==> src/rtl/axis_arb_pkg.sv <==
// Shared arbiter definitions: FSM state encoding and the round-robin winner search.
package axis_arb_pkg;

  typedef enum logic {
    ARB_IDLE = 1'b0,
    ARB_XFER = 1'b1
  } arb_state_e;

  // Returns the first requester strictly after 'last', wrapping at n (n <= 8).
  // Wrap is an explicit compare so non-power-of-two n never selects an unused index.
  function automatic logic [2:0] next_rr(input logic [2:0] last, input logic [7:0] req,
                                         input int n);
    logic [2:0] idx;
    logic [2:0] win;
    logic       found;
    idx   = last;
    win   = last;
    found = 1'b0;
    for (int k = 0; k < 8; k++) begin
      if (k < n) begin
        idx = (int'(idx) == n - 1) ? 3'd0 : idx + 3'd1;
        if (req[idx] && !found) begin
          win   = idx;
          found = 1'b1;
        end
      end
    end
    return win;
  endfunction

endpackage

==> src/rtl/axis_reg_slice.sv <==
// Two-entry skid buffer: registered output stage plus one skid entry, FIFO order.
module axis_reg_slice #(
  parameter int WIDTH = 8
) (
  input  logic             clk,
  input  logic             rst_n,
  input  logic             in_valid,
  output logic             in_ready,
  input  logic [WIDTH-1:0] in_data,
  output logic             out_valid,
  input  logic             out_ready,
  output logic [WIDTH-1:0] out_data
);

  logic             skid_valid;
  logic [WIDTH-1:0] skid_data;
  logic             push;

  // Ready is a pure register output: an entry is free whenever the skid slot is empty.
  assign in_ready = ~skid_valid;
  assign push     = in_valid & in_ready;

  always_ff @(posedge clk or negedge rst_n) begin
    if (!rst_n) begin
      out_valid  <= 1'b0;
      out_data   <= '0;
      skid_valid <= 1'b0;
      skid_data  <= '0;
    end else if (!out_valid || out_ready) begin
      if (skid_valid) begin
        out_data   <= skid_data;
        out_valid  <= 1'b1;
        skid_valid <= 1'b0;
      end else begin
        out_valid <= push;
        if (push) out_data <= in_data;
      end
    end else if (push) begin
      skid_data  <= in_data;
      skid_valid <= 1'b1;
    end
  end

endmodule

==> src/rtl/axis_packet_arbiter.sv <==
// Packet-level round-robin arbiter merging NUM_SRC AXI4-Stream sources into one
// registered master port; a grant is held from first beat through TLAST.
module axis_packet_arbiter
  import axis_arb_pkg::*;
#(
  parameter int NUM_SRC            = 4,
  parameter int C_AXIS_TDATA_WIDTH = 32
) (
  input  logic                                  M_AXIS_ACLK,
  input  logic                                  M_AXIS_ARESETN,
  input  logic [NUM_SRC-1:0]                    S_AXIS_TVALID,
  input  logic [NUM_SRC*C_AXIS_TDATA_WIDTH-1:0] S_AXIS_TDATA,
  input  logic [NUM_SRC*C_AXIS_TDATA_WIDTH/8-1:0] S_AXIS_TSTRB,
  input  logic [NUM_SRC-1:0]                    S_AXIS_TLAST,
  output logic [NUM_SRC-1:0]                    S_AXIS_TREADY,
  output logic                                  M_AXIS_TVALID,
  output logic [C_AXIS_TDATA_WIDTH-1:0]         M_AXIS_TDATA,
  output logic [C_AXIS_TDATA_WIDTH/8-1:0]       M_AXIS_TSTRB,
  output logic                                  M_AXIS_TLAST,
  input  logic                                  M_AXIS_TREADY,
  output logic [$clog2(NUM_SRC)-1:0]            GRANT_ID,
  output logic                                  BUSY,
  output arb_state_e                            dbg_state
);

  localparam int W   = C_AXIS_TDATA_WIDTH;
  localparam int SW  = W / 8;
  localparam int IW  = $clog2(NUM_SRC);
  localparam int SLW = 1 + SW + W;

  arb_state_e      state;
  logic [IW-1:0]   grant;
  logic [IW-1:0]   last_grant;
  logic            sel_valid;
  logic            sel_last;
  logic [SW-1:0]   sel_strb;
  logic [W-1:0]    sel_data;
  logic            slice_in_valid;
  logic            slice_ready;
  logic [SLW-1:0]  slice_out;
  logic            beat_done;

  always_comb begin
    sel_valid = S_AXIS_TVALID[grant];
    sel_last  = S_AXIS_TLAST[grant];
    sel_strb  = S_AXIS_TSTRB[grant*SW +: SW];
    sel_data  = S_AXIS_TDATA[grant*W +: W];
  end

  // Handshakes: a beat moves on any interface only in a cycle where both VALID and
  // READY are high at the rising edge; VALID never waits on READY, and the master
  // side holds VALID and payload steady until accepted.
  always_comb begin
    S_AXIS_TREADY = '0;
    if (state == ARB_XFER) S_AXIS_TREADY[grant] = slice_ready;
  end

  assign slice_in_valid = (state == ARB_XFER) && sel_valid;
  assign beat_done      = slice_in_valid && slice_ready && sel_last;

  always_ff @(posedge M_AXIS_ACLK or negedge M_AXIS_ARESETN) begin
    if (!M_AXIS_ARESETN) begin
      state      <= ARB_IDLE;
      grant      <= '0;
      last_grant <= IW'(NUM_SRC - 1);
    end else begin
      case (state)
        ARB_IDLE: begin
          if (|S_AXIS_TVALID) begin
            grant <= IW'(next_rr(3'(last_grant), 8'(S_AXIS_TVALID), NUM_SRC));
            state <= ARB_XFER;
          end
        end
        ARB_XFER: begin
          if (beat_done) begin
            last_grant <= grant;
            state      <= ARB_IDLE;
          end
        end
        default: state <= ARB_IDLE;
      endcase
    end
  end

  axis_reg_slice #(.WIDTH(SLW)) u_slice (
    .clk      (M_AXIS_ACLK),
    .rst_n    (M_AXIS_ARESETN),
    .in_valid (slice_in_valid),
    .in_ready (slice_ready),
    .in_data  ({sel_last, sel_strb, sel_data}),
    .out_valid(M_AXIS_TVALID),
    .out_ready(M_AXIS_TREADY),
    .out_data (slice_out)
  );

  assign {M_AXIS_TLAST, M_AXIS_TSTRB, M_AXIS_TDATA} = slice_out;
  assign GRANT_ID  = grant;
  assign BUSY      = (state == ARB_XFER);
  assign dbg_state = state;

endmodule

==> config.mk <==
export PLATFORM = sky130hd
export DESIGN_NAME = axis_packet_arbiter
export DESIGN_NICKNAME = d
export VERILOG_FILES = /design/src/rtl/axis_arb_pkg.sv /design/src/rtl/axis_reg_slice.sv /design/src/rtl/axis_packet_arbiter.sv
export SDC_FILE = /design/constraint.sdc
export NUM_CORES = 1
export LEC_CHECK = 0
export ABC_AREA = 1
export CELL_PAD_IN_SITES_DETAIL_PLACEMENT = 0
export CELL_PAD_IN_SITES_GLOBAL_PLACEMENT = 2
export CORE_MARGIN = 5
export CORE_UTILIZATION = 24
export DETAILED_ROUTE_END_ITERATION = 7
export MAX_ROUTING_LAYER = met4
export PLACE_DENSITY = 0.91
export SYNTH_ARGS = -nofsm -noshare
export SYNTH_HDL_FRONTEND = slang
export SYNTH_SLANG_ARGS = --single-unit
==> constraint.sdc <==
create_clock -name M_AXIS_ACLK -period 2.91 [get_ports M_AXIS_ACLK]
set_input_delay 0.4365 -clock M_AXIS_ACLK [delete_from_list [all_inputs] [get_ports M_AXIS_ACLK]]
set_output_delay 0.4365 -clock M_AXIS_ACLK [all_outputs]
set_load 0.01 [all_outputs]
== Word-level counts from Yosys, hierarchy flattened ==
Cells that the tools add are included.
Storage, ports and cells
  flip-flop bits (word level): 81
  input port bits: 155
  output and inout port bits: 46
  word-level logic and storage cells: 93
Operators by class
  add/subtract/negate cells: 4
  order comparisons: 6
  equal/unequal tests: 4
  shift-type cells: 2
  mux-type cells: 46
  bitwise gates (word level): 5
  reductions and logical operators: 19
Operator list (count)
  $shiftx 128x8->32: 1
  $mux 37: 2
  $mux 3: 10
  $mux 1: 21
  $lt 3x4->1 const B: 4
  $shiftx 16x5->4: 1
  $bmux 1 s3: 4
  $add 3x1->3 const B: 3
  $eq 3x3->1 const B: 3
  $mux 2: 4
  $reduce_and 2->1: 4
  $logic_and 1x1->1: 7
  $and 4x4->4: 1
  $bmux 1 s2: 2
  $logic_not 1->1: 4
  $mux 4: 1
  $reduce_bool 2->1: 2
  $reduce_or 4->1: 1
  $add 2x1->3 const B: 1
  $lt 2x3->1 const B: 1
  $not 1->1: 3
  $demux 1 s2: 1
  $eq 2x1->1 const B: 1
  $ge 2x1->1 const B: 1
  other kinds (3): 3

== Logic depth before layout (Yosys ltp) ==
  word-level depth: 20
  gate-level depth with buffers: 14

== Hierarchy ==
From an unflattened synthesis, not the netlist that was laid out.
Unflattened totals
  cells, all modules: 714
  area, all modules: 4870.9 µm²
By module, submodules not included
  axis_reg_slice: times used 1, cells each 448, area an instance 3422.0 µm²
  axis_packet_arbiter: times used 1, cells each 266, area an instance 1448.9 µm²

== Worst setup path after synthesis ==
Ideal clock, no wire load.
  kind: register -> register
  start point: register last_grant[0]
  end point: register grant[0] (netlist: GRANT_ID[0])
  data arrival time: 1.668 ns
  data required time: 2.794 ns
  path slack: 1.126 ns
  stages on the path, launching flop included: 14
  path through: dfstp_2 ha_1 clkbuf_1 inv_1 nand2_1 nand2_1 nand2_1 nand2_1 nor2_1 nand3_1 nand2_1 inv_1 nand2_1 nand2_1
Between the ends
  longest elaborated chain between the ends: 20
  elaborated cells between the ends (all ways): 45
RTL lines
  from (decl): RTL line axis_packet_arbiter.sv:33  | logic [IW-1:0] last_grant;
  from (signal assigned): RTL line axis_packet_arbiter.sv:65  | last_grant <= IW'(NUM_SRC - 1);
  from (signal assigned): RTL line axis_packet_arbiter.sv:76  | last_grant <= grant;
  parallel branches: the longest is 19 deep, another holds $add 2x1->3
  $mux 2 (*): RTL line axis_arb_pkg.sv:22  | if (req[idx] && !found) begin
  to (signal assigned): RTL line axis_packet_arbiter.sv:70  | grant <= IW'(next_rr(3'(last_grant), 8'(S_AXIS_TVALID), NUM_SRC));
  to (decl): RTL line axis_packet_arbiter.sv:32  | logic [IW-1:0] grant;
Mark *: on every way between the ends. The select of a mux whose other input is x is not followed.
A chain may end at the register's enable or synchronous reset.

== Worst setup path in the final report ==
  start point: register state (netlist: BUSY)
  end point: output S_AXIS_TREADY[0]
Between the ends
  longest elaborated chain between the ends: 1
RTL lines
  from (decl): RTL line axis_packet_arbiter.sv:31  | arb_state_e state;
  from (signal assigned): RTL line axis_packet_arbiter.sv:63  | state <= ARB_IDLE;
  from (signal assigned): RTL line axis_packet_arbiter.sv:71  | state <= ARB_XFER;
  from (signal assigned): RTL line axis_packet_arbiter.sv:77  | state <= ARB_IDLE;
  $mux 4: RTL line axis_packet_arbiter.sv:55  | if (state == ARB_XFER) S_AXIS_TREADY[grant] = slice_ready;
  to (decl): RTL line axis_packet_arbiter.sv:15  | output logic [NUM_SRC-1:0] S_AXIS_TREADY,
Every way passes these cells.

==> impl_metrics.tcl <==
set metrics [dict create \
    numCtsBuffers 9 \
    dp_hpwl_mm 11.7 \
    worstMarginPinSlew_ns 0.736 \
    ctsHtreeMaxLevel 3 \
    min_period_over_period 0.791 \
    drv_slew 0 \
    synthCells 655 \
    viasPerCell 4.35 \
    crit_type "reg2out" \
    cp.required_ns 2.47 \
    ys_async_sr_fraction 1.00 \
    clock.fmax_ghz 0.435 \
    die-height_um 150 \
    drv_cap 0 \
    syn_avg_cell_area_sq_um 7.16 \
    wl_mm 16.3 \
    period_minus_slack_ns 2.30 \
    finalPower_mw 7.41 \
    syn_nets 811 \
    drt_pass1_iterations 4 \
    antenna_cells 0 \
    post_cts_resized 0 \
    rsz0062_at_grt "false" \
    hold_viol_final 0 \
    drive_above_1_share 0.0499 \
    coreArea_sq_um 19300 \
    grt_pass1_vias 4797 \
    fp.dieW_um 150 \
    cts_tree "done" \
    first_iter_violations 232 \
    rows 51 \
    setup_tns_ns 0 \
    yosysSeqAreaShare 0.433 \
    grt_start_max_net_pins 75 \
    cp.arrival_ns 1.86 \
    yosysMostFrequentCell "nand2_1" \
    grt_pass1_wl_mm 25.5 \
    yosys_most_used_dff "dfrtp_1" \
    yosys.area.top_type "dfrtp_1" \
    gp_congestion 0.857 \
    grtUsageTotal 0.149 \
    crit_path_end_kind "output port" \
    hold_path_class "in2async" \
    area_growth_pct 54.3 \
    clkPwrFrac 0.156 \
    antenna_found_initial 0 \
    cts_num_sinks 81 \
    startpoint_type "flop" \
    power.leakage_nw 3.16 \
    pwr-share-comb 0.580 \
    post-route-util 0.374 \
    p_int_mw 4.08 \
    setup_violations 0 \
    wl_per_cell_um 14.7 \
    vias 4814 \
    peakVddDrop_v 0.000442 \
    timing.slew.headroom 0.509 \
    synth_edf_count 0 \
    fin_nets 993 \
    fin_skew_ns 0.00550 \
    ys_ff_latch 81 \
    synth_area_leaders "dfrtp_1 42%, nand2_1 22%, o21ai_0 6.9%, a22oi_1 5.8%, nand3_1 5.3%" \
    syn_area_sq_um 4690 \
    ioPinCount 201 \
    die_area_sq_um 22400 \
    yosysTopAreaCellShare 0.422 \
    post_cts_buffers 0 \
    netlist_top_cells_count "274 x nand2_1, 79 x dfrtp_1, 65 x o21ai_0, 54 x inv_1, 50 x nand3_1" \
    hold_buffers 0 \
    sequentialPowerShare 0.264 \
    swShare 0.449 \
    worst_slack_ns 0.609 \
    path_max_fanout 7 \
    p_sw_mw 3.33 \
    status "complete, no violations" \
    clk_latency_ns 0.34 \
    clk_pin_slew_worst_paths_ns 0.07 \
    port_buffers 200 \
    grt.overflow.total 0 \
    yosysWarningCount 0 \
    drc 0 \
    start_util 0.242 \
    clockBufferDepth 2 \
    synth_cell_types 27 \
    cts.root.buffer_cell "clkbuf_16" \
    antenna_violating_nets_post_route 0 \
    holdWs_ns 0.122 \
    post-place-ws_ns 0.596 \
    power_density_nw_per_um2 1020 \
]
## cell usage in the layout (no fill, tap or decap), types with 3 or more instances in the layout
cell | synthesis | layout
nand3_1 | 50 | 50
nor2_1 | 10 | 8
buf_4 | 5 | 12
clkdlybuf4s50_1 | 0 | 199
o211ai_1 | 25 | 25
nand2_1 | 274 | 274
inv_1 | 54 | 54
clkbuf_16 | 0 | 9
inv_2 | 3 | 3
a21oi_1 | 3 | 3
a22oi_1 | 36 | 36
o21ai_0 | 65 | 65
dfrtp_1 | 79 | 78
## path summary, 6_finish.rpt
kind                                                     end  cells after the start                             start  slack (ns)
max in group asynchronous  u_slice.skid_data[28]$_DFFE_PN0P_                      2                    M_AXIS_ARESETN        2.04
hold reg to reg             u_slice.out_data[16]$_DFFE_PN0P_                      2  u_slice.out_data[16]$_DFFE_PN0P_        0.48
setup / recovery                            S_AXIS_TREADY[0]                      3                    BUSY$_DFF_PN0_        0.61
min in group M_AXIS_ACLK    u_slice.out_data[16]$_DFFE_PN0P_                      2  u_slice.out_data[16]$_DFFE_PN0P_        0.48
hold / removal               u_slice.out_data[7]$_DFFE_PN0P_                      1                    M_AXIS_ARESETN        0.12
setup reg to reg            u_slice.out_data[28]$_DFFE_PN0P_                      8           GRANT_ID[1]$_DFFE_PN0P_        0.70
## power groups by stage
stage / registers [mW] / clock network (mW) / logic (mW)
finish: 1.96 / 1.15 / 4.30
global route: 2.03 / 1.23 / 4.90
CTS: 1.96 / 1.19 / 4.42
detailed placement: 1.97 / 0 / 4.40
global placement: 1.97 / 0 / 4.37
floorplan: 2.04 / 0 / 2.62
## kinds of logic after synthesis
| kind of cell | synth area share |
|---|---|
| adder cells (fa/ha/maj) | 0.00267 |
| flip-flops | 0.433 |
| AND/OR/NAND/NOR | 0.297 |
| buffers and inverters | 0.0910 |
| AO/OA/AOI/OAI | 0.177 |
## routing by layer
metal,vias to the layer above,track usage,share of wire
met5,-,-,0
met4,0,0.0430,0.017
met3,15,0.0285,0.048
met2,105,0.259,0.51
met1,2189,0.177,0.43
li1,2505,-,-
## critical path, stage by stage, from the launching register on
cell             delay (ns)
dfrtp_1                0.52
nand2_1                0.24
nor3_1                 0.18
clkdlybuf4s50_1        0.58
## through the flow
step           cells  cell area [sq um]
6_report        1107               7230
5_1_grt         1107               7230
3_3_place_gp    1091               6940
3_5_place_dp    1091               6940
4_1_cts         1107               7230
2_1_floorplan    655               4690
## sequential cells by signal (all words and copies together) (netlist names)
register,flops
last_grant,2
BUSY,1
u_slice.skid_data,37
u_slice.skid_valid,1
u_slice.out_valid,1
GRANT_ID,2
u_slice.out_data,37
## layout make-up
class	instances	area [sq um]
clock inverter	6	67.6
inverter	58	220
multi-input combinational	475	2250
timing repair buffer	212	2100
clock buffer	10	229
fill	1998	12100
sequential	81	2030
tap	265	332
No activity file was read; power rests on OpenSTA's default activity.
